File: config.mk
export PLATFORM = sky130hd
export DESIGN_NAME = scratchpad_arbiter_flat
export DESIGN_NICKNAME = d
export VERILOG_FILES = /design/src/rtl/scratchpad_arbiter_if.sv /design/src/rtl/scratchpad_arbiter.sv /design/src/flat_wrapper.sv
export SDC_FILE = /design/constraint.sdc
export NUM_CORES = 1
export LEC_CHECK = 0
export ABC_AREA = 1
export CAP_MARGIN = 20
export CORE_UTILIZATION = 35
export DETAILED_ROUTE_END_ITERATION = 8
export GPL_TIMING_DRIVEN = 0
export PLACE_DENSITY = 0.9
export SLEW_MARGIN = 20
export SYNTH_ARGS = -nofsm -noshare
export SYNTH_HDL_FRONTEND = slang
export SYNTH_SLANG_ARGS = --single-unit
File: constraint.sdc
create_clock -name clk -period 5.2 [get_ports clk]
set_clock_uncertainty 0.05 [all_clocks]
set_input_delay 0.52 -clock clk [delete_from_list [all_inputs] [get_ports clk]]
set_output_delay 0.52 -clock clk [all_outputs]
set_load 0.1 [all_outputs]
File: src/rtl/scratchpad_arbiter_if.sv
// Requester-side and scratchpad-side signals for scratchpad_arbiter.
// The slave modport is the arbiter's view; the master modport is the requesters plus the scratchpad.
interface scratchpad_arbiter_if #(
    parameter int NUM_REQ     = 4,
    parameter int WIDTH       = 8,
    parameter int PARALLELISM = 1,
    parameter int HEIGHT      = 128
);
    localparam int AW = $clog2(HEIGHT);
    localparam int DW = PARALLELISM * WIDTH;

    logic [NUM_REQ-1:0]    rd_req;
    logic [NUM_REQ-1:0]    rd_lock;
    logic [NUM_REQ*AW-1:0] rd_addr;
    logic [NUM_REQ-1:0]    rd_gnt;
    logic [DW-1:0]         rd_data;
    logic [NUM_REQ-1:0]    rd_valid;

    logic [NUM_REQ-1:0]    wr_req;
    logic [NUM_REQ-1:0]    wr_lock;
    logic [NUM_REQ*AW-1:0] wr_addr;
    logic [NUM_REQ*DW-1:0] wr_data;
    logic [NUM_REQ-1:0]    wr_gnt;

    logic                  spad_cs;
    logic                  spad_read_en;
    logic [AW-1:0]         spad_read_addr;
    logic [DW-1:0]         spad_qout;
    logic                  spad_write_en;
    logic [AW-1:0]         spad_write_addr;
    logic [DW-1:0]         spad_din;

    modport slave (
        input  rd_req, rd_lock, rd_addr, wr_req, wr_lock, wr_addr, wr_data, spad_qout,
        output rd_gnt, rd_data, rd_valid, wr_gnt, spad_cs, spad_read_en, spad_read_addr,
               spad_write_en, spad_write_addr, spad_din
    );

    modport master (
        output rd_req, rd_lock, rd_addr, wr_req, wr_lock, wr_addr, wr_data, spad_qout,
        input  rd_gnt, rd_data, rd_valid, wr_gnt, spad_cs, spad_read_en, spad_read_addr,
               spad_write_en, spad_write_addr, spad_din
    );
endinterface

File: src/rtl/scratchpad_arbiter.sv
// Round-robin read/write port arbiter (with per-requester burst lock) in front of one scratchpad.
// Define SPAD_ARB_FWD_EN to forward same-cycle same-address write data onto the read return.
module scratchpad_arbiter #(
    parameter int NUM_REQ     = 4,
    parameter int WIDTH       = 8,
    parameter int PARALLELISM = 1,
    parameter int HEIGHT      = 128
) (
    input logic               clk,
    input logic               rst,
    scratchpad_arbiter_if.slave bus
);
    localparam int AW = $clog2(HEIGHT);
    localparam int DW = PARALLELISM * WIDTH;
    localparam int IW = $clog2(NUM_REQ);

    // Returns {found, index}; a locked owner that still requests keeps the grant.
    function automatic logic [IW:0] rr_pick(input logic [NUM_REQ-1:0] req,
                                            input logic [IW-1:0]      ptr,
                                            input logic               locked);
        logic [IW:0] pick;
        int          idx;
        pick = '0;
        if (locked && req[ptr]) begin
            pick = {1'b1, ptr};
        end else begin
            for (int i = 1; i <= NUM_REQ; i++) begin
                idx = (int'(ptr) + i) % NUM_REQ;
                if (!pick[IW] && req[IW'(idx)]) pick = {1'b1, IW'(idx)};
            end
        end
        return pick;
    endfunction

    logic [IW-1:0]      rd_ptr_q, rd_ptr_d, wr_ptr_q, wr_ptr_d;
    logic               rd_locked_q, rd_locked_d, wr_locked_q, wr_locked_d;
    logic [NUM_REQ-1:0] rd_valid_q, rd_valid_d;
    logic [DW-1:0]      rd_data_q, rd_data_d;

    logic [IW:0]        rd_pick, wr_pick;
    logic               rd_hit, wr_hit;
    logic [IW-1:0]      rd_idx, wr_idx;
    logic [DW-1:0]      rd_qin;

    always_comb begin
        rd_pick = rr_pick(bus.rd_req, rd_ptr_q, rd_locked_q);
        wr_pick = rr_pick(bus.wr_req, wr_ptr_q, wr_locked_q);
        rd_hit  = rd_pick[IW] && !rst;
        wr_hit  = wr_pick[IW] && !rst;
        rd_idx  = rd_pick[IW-1:0];
        wr_idx  = wr_pick[IW-1:0];

        bus.rd_gnt = '0;
        bus.wr_gnt = '0;
        if (rd_hit) bus.rd_gnt[rd_idx] = 1'b1;
        if (wr_hit) bus.wr_gnt[wr_idx] = 1'b1;

        bus.spad_read_en    = rd_hit;
        bus.spad_read_addr  = bus.rd_addr[rd_idx*AW +: AW];
        bus.spad_write_en   = wr_hit;
        bus.spad_write_addr = bus.wr_addr[wr_idx*AW +: AW];
        bus.spad_din        = bus.wr_data[wr_idx*DW +: DW];
        bus.spad_cs         = rd_hit | wr_hit;
    end

`ifdef SPAD_ARB_FWD_EN
    // The scratchpad write is registered, so a same-address read would otherwise see stale data.
    always_comb begin
        rd_qin = bus.spad_qout;
        if (rd_hit && wr_hit && (bus.spad_read_addr == bus.spad_write_addr)) rd_qin = bus.spad_din;
    end
`else
    always_comb begin
        rd_qin = bus.spad_qout;
    end
`endif

    always_comb begin
        rd_valid_d  = bus.rd_gnt;
        rd_data_d   = rd_hit ? rd_qin : rd_data_q;
        rd_ptr_d    = rd_hit ? rd_idx : rd_ptr_q;
        rd_locked_d = rd_hit && bus.rd_lock[rd_idx];
        wr_ptr_d    = wr_hit ? wr_idx : wr_ptr_q;
        wr_locked_d = wr_hit && bus.wr_lock[wr_idx];
    end

    // Pointers reset to the last requester so requester 0 wins first.
    always_ff @(posedge clk) begin
        if (rst) begin
            rd_ptr_q    <= IW'(NUM_REQ - 1);
            wr_ptr_q    <= IW'(NUM_REQ - 1);
            rd_locked_q <= 1'b0;
            wr_locked_q <= 1'b0;
            rd_valid_q  <= '0;
            rd_data_q   <= '0;
        end else begin
            rd_ptr_q    <= rd_ptr_d;
            wr_ptr_q    <= wr_ptr_d;
            rd_locked_q <= rd_locked_d;
            wr_locked_q <= wr_locked_d;
            rd_valid_q  <= rd_valid_d;
            rd_data_q   <= rd_data_d;
        end
    end

    assign bus.rd_valid = rd_valid_q;
    assign bus.rd_data  = rd_data_q;

endmodule
File: src/flat_wrapper.sv
// flat-port wrapper written by rule: the top's interface ports become plain ports
module scratchpad_arbiter_flat 
#(
    parameter int NUM_REQ     = 4,
    parameter int WIDTH       = 8,
    parameter int PARALLELISM = 1,
    parameter int HEIGHT      = 128
)
  (clk, rst, bus_rd_req, bus_rd_lock, bus_rd_addr, bus_wr_req, bus_wr_lock, bus_wr_addr, bus_wr_data, bus_spad_qout, bus_rd_gnt, bus_rd_data, bus_rd_valid, bus_wr_gnt, bus_spad_cs, bus_spad_read_en, bus_spad_read_addr, bus_spad_write_en, bus_spad_write_addr, bus_spad_din);
  scratchpad_arbiter_if #(.NUM_REQ(NUM_REQ), .WIDTH(WIDTH), .PARALLELISM(PARALLELISM), .HEIGHT(HEIGHT)) bus_i ();
  input logic clk;
  input logic rst;
  input wire logic [$bits(bus_i.rd_req)-1:0] bus_rd_req;
  input wire logic [$bits(bus_i.rd_lock)-1:0] bus_rd_lock;
  input wire logic [$bits(bus_i.rd_addr)-1:0] bus_rd_addr;
  input wire logic [$bits(bus_i.wr_req)-1:0] bus_wr_req;
  input wire logic [$bits(bus_i.wr_lock)-1:0] bus_wr_lock;
  input wire logic [$bits(bus_i.wr_addr)-1:0] bus_wr_addr;
  input wire logic [$bits(bus_i.wr_data)-1:0] bus_wr_data;
  input wire logic [$bits(bus_i.spad_qout)-1:0] bus_spad_qout;
  output wire logic [$bits(bus_i.rd_gnt)-1:0] bus_rd_gnt;
  output wire logic [$bits(bus_i.rd_data)-1:0] bus_rd_data;
  output wire logic [$bits(bus_i.rd_valid)-1:0] bus_rd_valid;
  output wire logic [$bits(bus_i.wr_gnt)-1:0] bus_wr_gnt;
  output wire logic [$bits(bus_i.spad_cs)-1:0] bus_spad_cs;
  output wire logic [$bits(bus_i.spad_read_en)-1:0] bus_spad_read_en;
  output wire logic [$bits(bus_i.spad_read_addr)-1:0] bus_spad_read_addr;
  output wire logic [$bits(bus_i.spad_write_en)-1:0] bus_spad_write_en;
  output wire logic [$bits(bus_i.spad_write_addr)-1:0] bus_spad_write_addr;
  output wire logic [$bits(bus_i.spad_din)-1:0] bus_spad_din;
  assign bus_i.rd_req = bus_rd_req;
  assign bus_i.rd_lock = bus_rd_lock;
  assign bus_i.rd_addr = bus_rd_addr;
  assign bus_i.wr_req = bus_wr_req;
  assign bus_i.wr_lock = bus_wr_lock;
  assign bus_i.wr_addr = bus_wr_addr;
  assign bus_i.wr_data = bus_wr_data;
  assign bus_i.spad_qout = bus_spad_qout;
  assign bus_rd_gnt = bus_i.rd_gnt;
  assign bus_rd_data = bus_i.rd_data;
  assign bus_rd_valid = bus_i.rd_valid;
  assign bus_wr_gnt = bus_i.wr_gnt;
  assign bus_spad_cs = bus_i.spad_cs;
  assign bus_spad_read_en = bus_i.spad_read_en;
  assign bus_spad_read_addr = bus_i.spad_read_addr;
  assign bus_spad_write_en = bus_i.spad_write_en;
  assign bus_spad_write_addr = bus_i.spad_write_addr;
  assign bus_spad_din = bus_i.spad_din;
  scratchpad_arbiter #(.NUM_REQ(NUM_REQ), .WIDTH(WIDTH), .PARALLELISM(PARALLELISM), .HEIGHT(HEIGHT)) u_core (.clk(clk), .rst(rst), .bus(bus_i));
endmodule
# Word-level counts from Yosys, hierarchy flattened
# Index checks and enable logic that the tools add are counted.
# totals
regBits	18
latchBits	0
mem_bits_rw	0
mem_bits_ro	0
in_bits	114
output_inout_bits	45
word_cells	109
mem_count	0
# op_classes
addsub	8
multipliers	2
div	0
n_lt_le_gt_ge	14
eq_ne	0
shift	3
muxes	54
bitwise	1
reduce_logical	21
# ops
op	n
28-bit by 6-bit variable part select with 7-bit output	2
3-bit 2-to-1 mux	16
2-bit by 4-bit less-than comparator with 1-bit output (second input constant)	8
32-bit by 6-bit variable part select with 8-bit output	1
1-bit binary-select mux with 2-bit select	12
1-bit 2-to-1 mux	22
1-bit logical AND	14
2-bit by 3-bit less-than comparator with 1-bit output (second input constant)	4
2-bit by 3-bit multiplier with 5-bit output (second input constant)	2
2-bit by 1-bit adder with 2-bit output (second input constant)	4
2-bit adder (second input constant)	4
4-bit 2-to-1 mux	2
1-bit zero test	7
1-bit demux with 2-bit select	2
2-bit by 1-bit greater-or-equal comparator with 1-bit output (second input constant)	2
1-bit OR	1

# Logic depth before layout (Yosys ltp)
# depth
ltp_word	23
depth_mapped	16
ltp_nobuf	14

# Worst setup path before layout
# No wires, ideal clock.
# synth_path
path_type	input-to-output
startpoint	input bus_wr_req[3]
endpoint	output bus_wr_gnt[0]
arrival_time_ps	3539
t_required_ps	4630
path_slack_ps	1091
path_stages	12
n_path_buf	1
cell_sequence	nand2_1 nand2_2 nand2_1 nand2_1 nor2_4 nand2_1 nand2_1 nand2_1 nand2_2 nand2_4 buf_4 nor3_1
# synth_via
elab_chain_cells	22
word_cells_on_any_way	36
cone_classes	2 x order compare; 25 x mux; 9 x reduce/logical
# synth_lines
element	line_no	text
start, declared	flat_wrapper.sv:16	input wire logic [$bits(bus_i.wr_req)-1:0] bus_wr_req;
1-bit binary-select mux with 2-bit select	scratchpad_arbiter.sv:29	if (!pick[IW] && req[IW'(idx)]) pick = {1'b1, IW'(idx)};
1-bit 2-to-1 mux (implied by the code) (2 in a row)	scratchpad_arbiter.sv:29	
3-bit 2-to-1 mux	scratchpad_arbiter.sv:29	
3-bit 2-to-1 mux	scratchpad_arbiter.sv:24	if (locked && req[ptr]) begin
1-bit zero test	scratchpad_arbiter.sv:29	
1-bit logical AND	scratchpad_arbiter.sv:29	
3-bit 2-to-1 mux	scratchpad_arbiter.sv:29	
3-bit 2-to-1 mux	scratchpad_arbiter.sv:24	
(+5 left out)	-	
1-bit logical AND	scratchpad_arbiter.sv:29	
3-bit 2-to-1 mux	scratchpad_arbiter.sv:29	
3-bit 2-to-1 mux (*)	scratchpad_arbiter.sv:24	
2-bit by 3-bit less-than comparator with 1-bit output (implied by the code) or 2-bit by 1-bit greater-or-equal comparator with 1-bit output (tied branches)	scratchpad_arbiter.sv:56	if (wr_hit) bus.wr_gnt[wr_idx] = 1'b1;
1-bit logical AND (implied by the code)	scratchpad_arbiter.sv:56	
1-bit 2-to-1 mux (implied by the code)	scratchpad_arbiter.sv:56	
1-bit demux with 2-bit select	-	
4-bit 2-to-1 mux (*)	scratchpad_arbiter.sv:56	
end, declared	flat_wrapper.sv:24	output wire logic [$bits(bus_i.wr_gnt)-1:0] bus_wr_gnt;
# Mark *: on every way between the ends. The rest lies on a longest branch, timed or not. The select of a mux whose other input is x is not followed.

# Worst setup path in the final report
# layout_path
startpoint	input bus_rd_req[2]
endpoint	output bus_spad_read_addr[3]
# layout_via
elab_chain_cells	19
word_cells_on_any_way	31
cone_classes	1 x mul; 1 x shift; 22 x mux; 7 x reduce/logical
# layout_lines
element	line_no	text
start, declared	flat_wrapper.sv:13	input wire logic [$bits(bus_i.rd_req)-1:0] bus_rd_req;
1-bit binary-select mux with 2-bit select	scratchpad_arbiter.sv:29	
1-bit 2-to-1 mux (implied by the code) (2 in a row)	scratchpad_arbiter.sv:29	
3-bit 2-to-1 mux	scratchpad_arbiter.sv:29	
3-bit 2-to-1 mux	scratchpad_arbiter.sv:24	
1-bit zero test	scratchpad_arbiter.sv:29	
1-bit logical AND	scratchpad_arbiter.sv:29	
3-bit 2-to-1 mux	scratchpad_arbiter.sv:29	
3-bit 2-to-1 mux	scratchpad_arbiter.sv:24	
(+2 left out)	-	
3-bit 2-to-1 mux	scratchpad_arbiter.sv:29	
3-bit 2-to-1 mux	scratchpad_arbiter.sv:24	
1-bit zero test	scratchpad_arbiter.sv:29	
1-bit logical AND	scratchpad_arbiter.sv:29	
3-bit 2-to-1 mux	scratchpad_arbiter.sv:29	
3-bit 2-to-1 mux (*)	scratchpad_arbiter.sv:24	
2-bit by 3-bit multiplier with 5-bit output (*)	scratchpad_arbiter.sv:59	bus.spad_read_addr = bus.rd_addr[rd_idx*AW +: AW];
28-bit by 6-bit variable part select with 7-bit output (*)	scratchpad_arbiter.sv:59	
end, declared	flat_wrapper.sv:27	output wire logic [$bits(bus_i.spad_read_addr)-1:0] bus_spad_read_addr;
# Marks and branches as above.

==> impl_metrics.ini <==
[global_route]
grt_max_degree = 11
grt_pass1_vias = 2629
antenna_found_initial = 0
grt_pass1_wl_mm = 12.0
grt-ovfl-total = 0
grtUsageTotal = 0.241

[yosys]
synth_compound_area_frac = 0.136
syn_inst = 336
ys_top_cells_by_area = nand2_1 19%, dfxtp_1 18%, nand3_1 11%
synth_seq_cells = 18
syn_area_um2 = 2030
synth_top_family_by_area = simple AND/OR/NAND/NOR gates
synth_area_leader_cell = nand2_1
yosys_most_used_dff = dfxtp_1
synthXorXnorAreaFrac = 0
yosys.area_share.simple = 0.541
synth.mux.area_fraction = 0
avgSynthCellArea_um2 = 6.04
netlist.area_leader.share = 0.194
synth_fp_nets = 450
synth-edff-count = 0
yosysWarnings = 0
yosysSeqAreaShare = 0.178
synthAdderAreaFrac = 0
ys_types = 32
async_flop_share = 0

[setup_path]
path_class = in2out
r2r_end = u_core.bus.rd_valid[1]
crit_path_max_incr_delay_ns = 1.17
r2r_slack_ns = 3.17
cp.arrival_ns = 3.64
path_buf_inv = 5
cp_max_fo = 8
start_kind = input port
path_delay_family = buffers and inverters
cp.required_ns = 4.63
cp_cell_sequence = clkdlybuf4s50_1 > inv_1 > o21ai_0 > nand2_1 > o21ai_0 > nand2_1 > nand2_1 > inv_1 > nand2_2 > nand2_4 > inv_1 > nor2_1 > o21ai_1 > clkdlybuf4s50_1
worst_path_max_delay_cell = clkdlybuf4s50_1
r2r_cells = 12
worstSetupEndpointType = output pin
r2r-start = u_core.rd_ptr_q[0]

[min_path]
hold_class = reg2reg
min_path_cells = 1
min_to = u_core.bus.rd_data[7]
hp-start = u_core.bus.rd_data[7]

[final_layout]
n_antenna_cell = 0
area_growth_pct = 85.1
fillers = 504
fin_nets = 613
drive_gt1_frac = 0.127
final_cells = 570

[clock_network]
numCtsBuffers = 3
path_clk_slew_ns = 0.07
h-tree-depth = 1
clkSinkCount = 18
ctsResizeCount = 0
holdBufCountCts = 0
cts.path.max_buffers = 2
ctsRootBufferMaster = clkbuf_8
post-cts-setup-buffers = 0
clock_latency_ns = 0.24
cts_tree = built

[drt]
wire_per_inst_um = 13.1
wl_mm = 7.48
drt_first_pass_iters = 7
vias_per_cell = 4.88
ant_nets = 0
num_vias = 2779
remaining_drc_errors = 0
drtIter0Drc = 162

[timing]
rsz0062_at_grt = false
hold_viol = 0
period_needed_ns = 4.21
slew_viol_final = 0
hold_ws_ns = 0.439
tns_ns = 0
setup_viol = 0
period_share = 0.810
max_freq_ghz = 0.237
worst_slew_pin_slew_ns = 1.01
relSlewSlack = 0.326

[die]
die-width_um = 78.1
start_util = 0.366
pin_count = 159
die-area_um2 = 6110
rows = 27
die_h_um = 78.1
core_area_um2 = 5540

[run]
maxCapViolations = 0

[placement]
port_buffers = 158
place_hpwl_mm = 6.24
dp_cells = 566
place.gp.congestion = 0.863

[run_status]
outcome = completed
==> state kept, by name, indices dropped and copies added (netlist names) <==
register / flops
u_core.rd_ptr_q: 2
u_core.wr_ptr_q: 2
u_core.wr_locked_q: 1
u_core.rd_locked_q: 1
u_core.bus.rd_data: 8
u_core.bus.rd_valid: 4
==> area by class of cell <==
cell class / instances / area [um^2] / area share
Clock buffer: 4 / 55.1 / 0.0147
Sequential cell: 18 / 360 / 0.0959
Buffer: 15 / 141 / 0.0376
Timing Repair Buffer: 158 / 1580 / 0.421
Inverter: 39 / 154 / 0.0410
Tap cell: 72 / 90.1 / 0.0240
Multi-Input combinational cell: 264 / 1370 / 0.366
==> metal layers <==
metal / global-route usage / share of wire / routed length, um
met1: 0.300 / 0.42 / 3120
met2: 0.439 / 0.52 / 3860
met3: 0.0186 / 0.048 / 358
met4: 0.0722 / 0.018 / 133
met5: 0 / 0 / 0
==> cell families (layout without fill, tap and decap cells) <==
family / Yosys count / count (layout)
simple gates: 222 / 222
buf+inv: 54 / 216
compound gates: 42 / 42
flops: 18 / 18
==> Yosys cell counts (2+ instances only) <==
cell type and instances:
nand2_1 105, nand3_1 46, inv_1 32, nand2_2 23
dfxtp_1 18, nor2_1 18, nand4_1 13, o21ai_1 12
o211ai_1 9, a22o_1 8, buf_6 7, o21ai_0 6
inv_2 5, buf_2 4, nor3_1 4, buf_4 3
nand2_4 3, a21oi_1 2, a22oi_1 2, nand4_2 2
nor2_2 2, nor2_8 2
==> per-stage QoR <==
step / worst slack [ns] / util / cell area (um^2)
floorplan: 1.09 / - / 2030
global placement: 1.06 / 0.668 / 3700
detailed placement: 1.01 / 0.668 / 3700
CTS: 1.00 / 0.678 / 3760
global route: 0.763 / 0.678 / 3760
finish: 0.989 / 0.678 / 3760
==> cells in the final DEF (no fill, tap or decap), drive strengths merged <==
| cell type | n |
|---|---|
| nand2 | 132 |
| a21oi | 3 |
| nor2 | 23 |
| a22o | 8 |
| a31oi | 1 |
| o211ai | 9 |
| nand4 | 15 |
| nand3 | 47 |
| nor3 | 4 |
| nand3b | 1 |
| dfxtp | 18 |
| buf | 15 |
| o21ai | 19 |
| inv | 39 |
| a22oi | 2 |
| clkbuf | 4 |
| clkdlybuf4s50 | 158 |
==> worst max-delay path by stage <==
stage / start / to / cells after the start
3_3_place_gp: bus_rd_req[2] / bus_rd_gnt[3] / 14
3_5_place_dp: bus_rd_req[2] / bus_rd_gnt[1] / 14
6_report: bus_rd_req[2] / bus_spad_read_addr[3] / 14
2_1_floorplan: bus_wr_req[3] / bus_wr_gnt[0] / 12
4_1_cts: bus_rd_req[2] / bus_rd_gnt[1] / 14
5_1_grt: bus_rd_req[3] / bus_spad_read_addr[3] / 14
Power is left out: the tool's default activity adds up to more than one toggle a clock period on the data nets, which glitch-free logic cannot reach.
